## src/rtl/fft_pkg.sv

```systemverilog
// Shared definitions for the FFT datapath: default fixed-point format,
// rounding-mode selectors and the complex sample type.
package fft_pkg;

    // Default Q1.15 format used by the butterfly/twiddle stages.
    localparam int FXP_WIDTH = 16;
    localparam int FXP_FRAC  = 15;

    // Rounding-mode selectors for the ROUND parameter.
    localparam int ROUND_TRUNC   = 0;  // floor (plain arithmetic shift)
    localparam int ROUND_HALF_UP = 1;  // add half an output LSB before the shift

    // Complex sample at the default datapath width.
    typedef struct packed {
        logic signed [FXP_WIDTH-1:0] re;
        logic signed [FXP_WIDTH-1:0] im;
    } cplx_t;

endpackage

```

## src/rtl/fxp_round_sat.sv

```systemverilog
// Combinational round / shift / clamp for one component of a wide
// fixed-point result. The input is widened by one bit first so that adding
// the rounding constant can never wrap; the clamp then sees the true value.
module fxp_round_sat
    import fft_pkg::*;
#(
    parameter int IN_W  = 33,
    parameter int OUT_W = 16,
    parameter int FRAC  = 15,
    parameter int ROUND = ROUND_HALF_UP
) (
    input  logic signed [IN_W-1:0]  x,
    output logic signed [OUT_W-1:0] y,
    output logic                    ovf
);

    localparam int EXT_W = IN_W + 1;

    // Output range limits, sign-extended to the working width.
    localparam logic signed [EXT_W-1:0] MAX_V =
        {{(EXT_W - OUT_W + 1){1'b0}}, {(OUT_W - 1){1'b1}}};
    localparam logic signed [EXT_W-1:0] MIN_V =
        {{(EXT_W - OUT_W + 1){1'b1}}, {(OUT_W - 1){1'b0}}};

    // Half an output LSB when rounding, zero when truncating.
    localparam logic signed [EXT_W-1:0] RND_K =
        (ROUND == ROUND_HALF_UP) ? (EXT_W'(1) << (FRAC - 1)) : '0;

    logic signed [EXT_W-1:0] x_ext;
    logic signed [EXT_W-1:0] rounded;
    logic signed [EXT_W-1:0] shifted;

    // Round, arithmetic shift, then clamp to the output range.
    // NOTE: every output of a combinational block gets a default at the top,
    // so no path through the if/else can leave a value unassigned and infer a latch.
    always_comb begin
        x_ext   = {x[IN_W-1], x};
        rounded = x_ext + RND_K;
        shifted = rounded >>> FRAC;
        y       = shifted[OUT_W-1:0];
        ovf     = 1'b0;
        if (shifted > MAX_V) begin
            y   = MAX_V[OUT_W-1:0];
            ovf = 1'b1;
        end else if (shifted < MIN_V) begin
            y   = MIN_V[OUT_W-1:0];
            ovf = 1'b1;
        end
    end

endmodule

```

## src/rtl/fxp_complex_mult_pipe.sv

```systemverilog
// Three-stage pipelined signed fixed-point complex multiplier
// p = a * b, with selectable rounding, saturation, a sticky overflow flag and
// valid/ready flow control. All stages advance together on one enable, so a
// stall freezes the whole pipe (bubbles included) and nothing is lost.
module fxp_complex_mult_pipe
    import fft_pkg::*;
#(
    parameter int WIDTH = FXP_WIDTH,
    parameter int FRAC  = FXP_FRAC,
    parameter int ROUND = ROUND_HALF_UP
) (
    input  logic                    clk,
    input  logic                    rst,
    input  logic                    in_valid,
    output logic                    in_ready,
    input  logic signed [WIDTH-1:0] a_re,
    input  logic signed [WIDTH-1:0] a_im,
    input  logic signed [WIDTH-1:0] b_re,
    input  logic signed [WIDTH-1:0] b_im,
    output logic                    out_valid,
    input  logic                    out_ready,
    output logic signed [WIDTH-1:0] p_re,
    output logic signed [WIDTH-1:0] p_im,
    output logic                    ovf,
    input  logic                    ovf_clr
);

    localparam int PW = 2 * WIDTH;      // product width
    localparam int SW = 2 * WIDTH + 1;  // sum/difference width

    // Complex operand at this instance's width.
    typedef struct packed {
        logic signed [WIDTH-1:0] re;
        logic signed [WIDTH-1:0] im;
    } cplx_w_t;

    logic en;

    // Stage 1: registered operands.
    cplx_w_t a_d, a_q;
    cplx_w_t b_d, b_q;
    logic    v1_d, v1_q;

    // Stage 2: the four partial products.
    logic signed [PW-1:0] ac_d, ac_q;
    logic signed [PW-1:0] bd_d, bd_q;
    logic signed [PW-1:0] ad_d, ad_q;
    logic signed [PW-1:0] bc_d, bc_q;
    logic                 v2_d, v2_q;

    // Stage 3: combine, round, clamp, register.
    logic signed [SW-1:0]    re_sum, im_sum;
    logic signed [WIDTH-1:0] re_sat, im_sat;
    logic                    re_clamp, im_clamp;
    logic signed [WIDTH-1:0] p_re_d, p_re_q;
    logic signed [WIDTH-1:0] p_im_d, p_im_q;
    logic                    out_valid_d, out_valid_q;
    logic                    ovf_d, ovf_q;

    // Pipe advances whenever the output slot is empty or being drained.
    always_comb begin
        en = !out_valid_q || out_ready;
    end

    assign in_ready = en;

    // Stage 1 next state: capture operands and their valid bit on advance.
    always_comb begin
        a_d  = a_q;
        b_d  = b_q;
        v1_d = v1_q;
        if (en) begin
            a_d.re = a_re;
            a_d.im = a_im;
            b_d.re = b_re;
            b_d.im = b_im;
            v1_d   = in_valid;
        end
    end

    // Stage 2 next state: full-precision signed partial products.
    always_comb begin
        ac_d = ac_q;
        bd_d = bd_q;
        ad_d = ad_q;
        bc_d = bc_q;
        v2_d = v2_q;
        if (en) begin
            ac_d = PW'(a_q.re) * PW'(b_q.re);
            bd_d = PW'(a_q.im) * PW'(b_q.im);
            ad_d = PW'(a_q.re) * PW'(b_q.im);
            bc_d = PW'(a_q.im) * PW'(b_q.re);
            v2_d = v1_q;
        end
    end

    // Stage 3 arithmetic: one extra bit so the difference/sum cannot wrap.
    always_comb begin
        re_sum = SW'(ac_q) - SW'(bd_q);
        im_sum = SW'(ad_q) + SW'(bc_q);
    end

    fxp_round_sat #(
        .IN_W  (SW),
        .OUT_W (WIDTH),
        .FRAC  (FRAC),
        .ROUND (ROUND)
    ) u_sat_re (
        .x   (re_sum),
        .y   (re_sat),
        .ovf (re_clamp)
    );

    fxp_round_sat #(
        .IN_W  (SW),
        .OUT_W (WIDTH),
        .FRAC  (FRAC),
        .ROUND (ROUND)
    ) u_sat_im (
        .x   (im_sum),
        .y   (im_sat),
        .ovf (im_clamp)
    );

    // Stage 3 next state: result loads only for valid samples so p holds the
    // last real result through bubbles and stalls.
    always_comb begin
        p_re_d      = p_re_q;
        p_im_d      = p_im_q;
        out_valid_d = out_valid_q;
        if (en) begin
            out_valid_d = v2_q;
            if (v2_q) begin
                p_re_d = re_sat;
                p_im_d = im_sat;
            end
        end
    end

    // Sticky overflow: clear request first, a clamping valid sample overrides it.
    always_comb begin
        ovf_d = ovf_q;
        if (ovf_clr) begin
            ovf_d = 1'b0;
        end
        if (en && v2_q && (re_clamp || im_clamp)) begin
            ovf_d = 1'b1;
        end
    end

    // Control state and visible outputs: cleared asynchronously on reset.
    // NOTE: sequential state uses non-blocking assignments so every flop
    // samples the values from before the edge, independent of statement order.
    always_ff @(posedge clk or posedge rst) begin
        if (rst) begin
            v1_q        <= 1'b0;
            v2_q        <= 1'b0;
            out_valid_q <= 1'b0;
            p_re_q      <= '0;
            p_im_q      <= '0;
            ovf_q       <= 1'b0;
        end else begin
            v1_q        <= v1_d;
            v2_q        <= v2_d;
            out_valid_q <= out_valid_d;
            p_re_q      <= p_re_d;
            p_im_q      <= p_im_d;
            ovf_q       <= ovf_d;
        end
    end

    // Operand and product registers.
    // NOTE: these carry no reset on purpose; the valid bit beside each stage
    // decides whether its contents mean anything, so clearing them adds nothing.
    always_ff @(posedge clk) begin
        a_q  <= a_d;
        b_q  <= b_d;
        ac_q <= ac_d;
        bd_q <= bd_d;
        ad_q <= ad_d;
        bc_q <= bc_d;
    end

    assign out_valid = out_valid_q;
    assign p_re      = p_re_q;
    assign p_im      = p_im_q;
    assign ovf       = ovf_q;

endmodule

```

## config.mk

```make
export PLATFORM = sky130hd
export DESIGN_NAME = fxp_complex_mult_pipe
export DESIGN_NICKNAME = d
export VERILOG_FILES = /design/src/rtl/fft_pkg.sv /design/src/rtl/fxp_round_sat.sv /design/src/rtl/fxp_complex_mult_pipe.sv
export SDC_FILE = /design/constraint.sdc
export NUM_CORES = 2
export LEC_CHECK = 0
export CELL_PAD_IN_SITES_DETAIL_PLACEMENT = 0
export CELL_PAD_IN_SITES_GLOBAL_PLACEMENT = 1
export CORE_ASPECT_RATIO = 0.5
export CORE_MARGIN = 2
export CORE_UTILIZATION = 52
export CTS_CLUSTER_SIZE = 25
export DETAILED_ROUTE_END_ITERATION = 6
export HOLD_SLACK_MARGIN = 0.12
export PLACE_DENSITY = 0.83
export SLEW_MARGIN = 10
export SYNTH_ARGS = -nofsm -noshare
export SYNTH_HDL_FRONTEND = slang
export SYNTH_SLANG_ARGS = --single-unit
```

## constraint.sdc

```tcl
create_clock -name clk -period 12.8 [get_ports clk]
set_input_delay 3.84 -clock clk [delete_from_list [all_inputs] [get_ports clk]]
set_output_delay 3.84 -clock clk [all_outputs]
set_load 0.01 [all_outputs]
```

Word level (Yosys, flattened, before mapping)
Cells that the tools add are included.
Widths: inputs -> output; s select.
{"block": "classes", "addsub": 4, "n_mul": 4, "n_lt_le_gt_ge": 4, "muxes": 10, "reduce_logical": 7}
{"cell": "$mul 16x16->32", "n": 4}
{"cell": "$add 33x16->34 const B", "n": 2}
{"cell": "$mux 16", "n": 4}
{"cell": "$gt 19x16->1 const B", "n": 2}
{"cell": "$lt 19x16->1 const B", "n": 2}
{"cell": "$add 32x32->33", "n": 1}
{"cell": "$sub 32x32->33", "n": 1}
{"cell": "$mux 1", "n": 6}
{"cell": "$logic_and 1x1->1", "n": 2}
{"cell": "$logic_or 1x1->1", "n": 2}
{"cell": "$reduce_and 2->1", "n": 1}
{"cell": "$reduce_bool 2->1", "n": 1}
{"cell": "$logic_not 1->1", "n": 1}
{"block": "totals", "reg_bits": 228, "inputBits": 69, "out_inout_bits": 35}

Logic depth before layout (Yosys ltp)
{"block": "logic_depth", "word_depth": 8, "ltp_mapped": 26, "mapped_depth_nobuf": 25}

Modules after synthesis
A second synthesis with hierarchy kept.
{"block": "unflattened", "hier_cells": 5278, "area_unflattened_um2": 50871.3}
{"mod": "fxp_complex_mult_pipe", "instances": 1, "cells_each": 5112, "area_per_inst_um2": 49680.1}
{"mod": "fxp_round_sat", "instances": 2, "cells_each": 83, "area_per_inst_um2": 595.6}

Worst setup path after synthesis
Ideal clock, no wire load.
{"block": "synth_timing", "path_type": "in2out", "start": "input out_ready", "end": "output in_ready", "t_arrival_ns": 8.610, "setup_slack_ns": 0.350, "path_stages": 1, "path_buffers": 0, "cell_sequence": "nand2b_1"}
{"block": "synth_via", "elab_chain_len": 1}
{"element": "start: declaration", "line": "fxp_complex_mult_pipe.sv:21", "source": "input logic out_ready,"}
{"element": "$logic_or 1x1->1", "line": "fxp_complex_mult_pipe.sv:62", "source": "en = !out_valid_q || out_ready;"}
{"element": "end: declaration", "line": "fxp_complex_mult_pipe.sv:15", "source": "output logic in_ready,"}
No other way between the ends.

Final worst setup path
Ends and elaborated chain as after synthesis.

==> impl_metrics.toml <==
[setup_path]
endpoint_kind = "output port"
reg2reg_to = "bd_q[23]$_DFFE_PN_"
crit_path_top_delay_cell = "clkdlybuf4s50_1"
arrival_ps = 5200
reg2reg_depth = 19
cp_common_cell = "clkdlybuf4s50_1"
cp_cell_sequence = "clkdlybuf4s50_1, nand2b_4, clkdlybuf4s50_1"
worstSetupPathType = "input port to output port"
setup.worst_path.start_class = "input port"
slowest_delay_ps = 610
worst-path-buf-inv = 2
ff2ff_setup_slack_ps = 5380
cp.required_ps = 8960
critPathTopFamily = "buffers and inverters"
worstPathMaxFanout = 4
reg2reg_from = "b_q[1]$_DFFE_PN_"
worst-path-stages = 3

[timing]
fin_crit_sh = 0.706
tightest_slew_ps = 1360
relSlewSlack = 0.0809
period_needed_ps = 9040
clock_skew_ps = 44.6
hold_violations = 0
rsz0062_at_grt = "no"
layout_setup_ws_ps = 3760
max_freq_mhz = 111
finalSetupTns_ps = 0
slew_viol_final = 0
finalSetupViolCount = 0

[die]
start_util = 0.529
dieArea_um2 = 97800
coreArea_um2 = 93600
die_w_um = 440
num_io_pins = 104
rows = 79
fp.dieH_um = 222

[cts]
cts_sinks = 228
htreeDepth = 1
holdBufCountCts = 0
cts_setup_buffers = 0
clkLatencyLatePin_ps = 630
clk_pin_slew_ps = 60
ctsResizeCount = 0
cts_tree = "done"
cts_buffer_depth = 3
cts_root_buf = "clkbuf_16"
cts_made_buffers = 26

[worst_hold_path]
min_path_cells = 2
hp-start = "p_re[15]$_DFFE_PP0P_"
holdPathEnd = "p_re[15]$_DFFE_PP0P_"
hp-class = "flop to flop"

[synth]
syn_avg_cell_area_um2 = 9.79
ys_seq_elements = 228
synth-edff-count = 192
syn-num-nets = 6624
synthesis.area_um2 = 49500
synth_flop_cell = "edfxtp_1"
synthTopCellsByArea = "fa_1, edfxtp_1, ha_1"
yosys_warnings = 0
ys_seq_area_frac = 0.135
netlist.area_leader.share = 0.424
yosysTopAreaCell = "fa_1"
ys_types = 79
async_flop_share = 0.158
syn_inst = 5055

[routing]
antenna_left = 0
route.detailed.drc = 0
vias = 33800
avgRoutedWirePerCell_um = 19.6
dr.pass1.iters = 5
drt_iter0_drc = 2228
avgViaCountPerCell = 5.34
routed_wl_um = 124000

[place]
post-dp-hpwl_um = 95600
io_buffers = 103
place_congestion = 0.875
place_ws_ps = 3730

[grt]
grt_pass1_vias = 37500
grt_pass1_wl_um = 204000
antenna_found_initial = 7
grt_max_degree = 92
grt-ovfl-total = 0
grt_use_total = 0.268

[layout]
drive_above_1_share = 0.0286
nets = 6627
synthToLayoutAreaGrowth_pct = 6.63

[flow_run]
drv_cap = 0

[outcome]
status = "completed"
tightest hold or removal path, delay by kind of cell, from the launching register on:
| kind | cells | cell delay [ps] |
|---|---|---|
| simple gates | 1 | 50 |
| flops | 1 | 350 |
| compound gates | 1 | 60 |
stage by stage:
stage / utilization / hold slack, ps / instances / instance area [um^2]
after floorplan: - / 467 / 5055 / 49500
after global placement: 0.554 / 471 / 6285 / 51900
after detailed placement: 0.554 / 477 / 6285 / 51900
after CTS: 0.564 / 490 / 6333 / 52800
after global routing: 0.564 / 532 / 6333 / 52800
final: 0.564 / 487 / 6335 / 52800
state kept, by name, summed over array words and instances, names as in the netlist:
register	cells
ovf	1
p_im	16
a_q	32
bd_q	32
bc_q	32
ac_q	32
ad_q	32
v2_q	1
b_q	32
out_valid	1
p_re	16
v1_q	1
layer usage:
layer,up-vias,track usage,part of all wire
li1,15200,-,-
met1,17400,0.370,0.43
met2,1044,0.438,0.46
met3,190,0.0544,0.082
met4,0,0.0620,0.024
met5,-,0,0
worst max-delay path by stage:
stage / from / endpoint / slack (ps)
floorplan: out_ready / in_ready / 350
global placement: out_ready / in_ready / 3710
detailed placement: out_ready / in_ready / 3730
CTS: out_ready / in_ready / 3730
global route: out_ready / in_ready / 3690
finish: out_ready / in_ready / 3760
cells by family (layout without fill, tap and decap cells):
family                   after synthesis  count (layout)  share of synthesized area
adder cells (fa/ha/maj)             1500            1500                      0.538
AND/OR/NAND/NOR                     1317            1317                      0.132
other                                  0               2                          0
XOR/XNOR                             167             167                     0.0296
flip-flops                           228             228                      0.135
multiplexers                           5               5                    0.00106
AO/OA/AOI/OAI                        411             411                     0.0556
buffers and inverters               1427            1450                      0.109
synth_stat cells, drive strengths merged, types with 11 or more instances:
library cell  instances
nand2               550
o21ai                71
a21oi               138
nor3                 31
a31oi                11
clkbuf              191
and2                494
dfrtp                36
a21o                 56
edfxtp              192
nand2b               30
a221o                18
nor2b                17
xor2                 42
nor2                134
ha                  452
fa                 1048
inv                1228
nand3                18
o21bai               25
xnor2               125
placed cells by master, fill, tap and decap left out, types with 4 or more instances in the layout:
cell type / n
nand3_1: 18
a21o_1: 56
clkdlybuf4s50_1: 103
clkbuf_16: 28
a221o_1: 18
o211ai_1: 9
a21oi_1: 135
or2_2: 4
and4_1: 8
nor2_1: 132
fa_1: 1048
edfxtp_1: 192
buf_4: 70
and2_1: 494
o31ai_1: 9
a31oi_1: 9
nand4_1: 10
a2111oi_0: 4
a311oi_1: 4
nor3_1: 29
xnor2_1: 125
o21ai_0: 67
o21bai_1: 25
o211a_1: 4
ha_1: 452
nand2b_1: 29
a211o_1: 5
clkinv_1: 4
dfrtp_1: 36
a211oi_1: 10
nand2_1: 549
or3_1: 5
xor2_1: 42
nor2b_1: 17
o21a_1: 10
and3_1: 7
inv_1: 1226
cell type report:
| type | instances | area [um^2] |
|---|---|---|
| Sequential cell | 228 | 6670 |
| Clock inverter | 15 | 148 |
| Clock buffer | 33 | 739 |
| Antenna cell | 2 | 5.00 |
| Tap cell | 1255 | 1570 |
| Inverter | 1228 | 4610 |
| Timing Repair Buffer | 174 | 1580 |
| Fill cell | 8205 | 40800 |
| Multi-Input combinational cell | 3400 | 37400 |
Power is left out: the tool's default activity adds up to more than one toggle a clock period on the data nets, which glitch-free logic cannot reach.
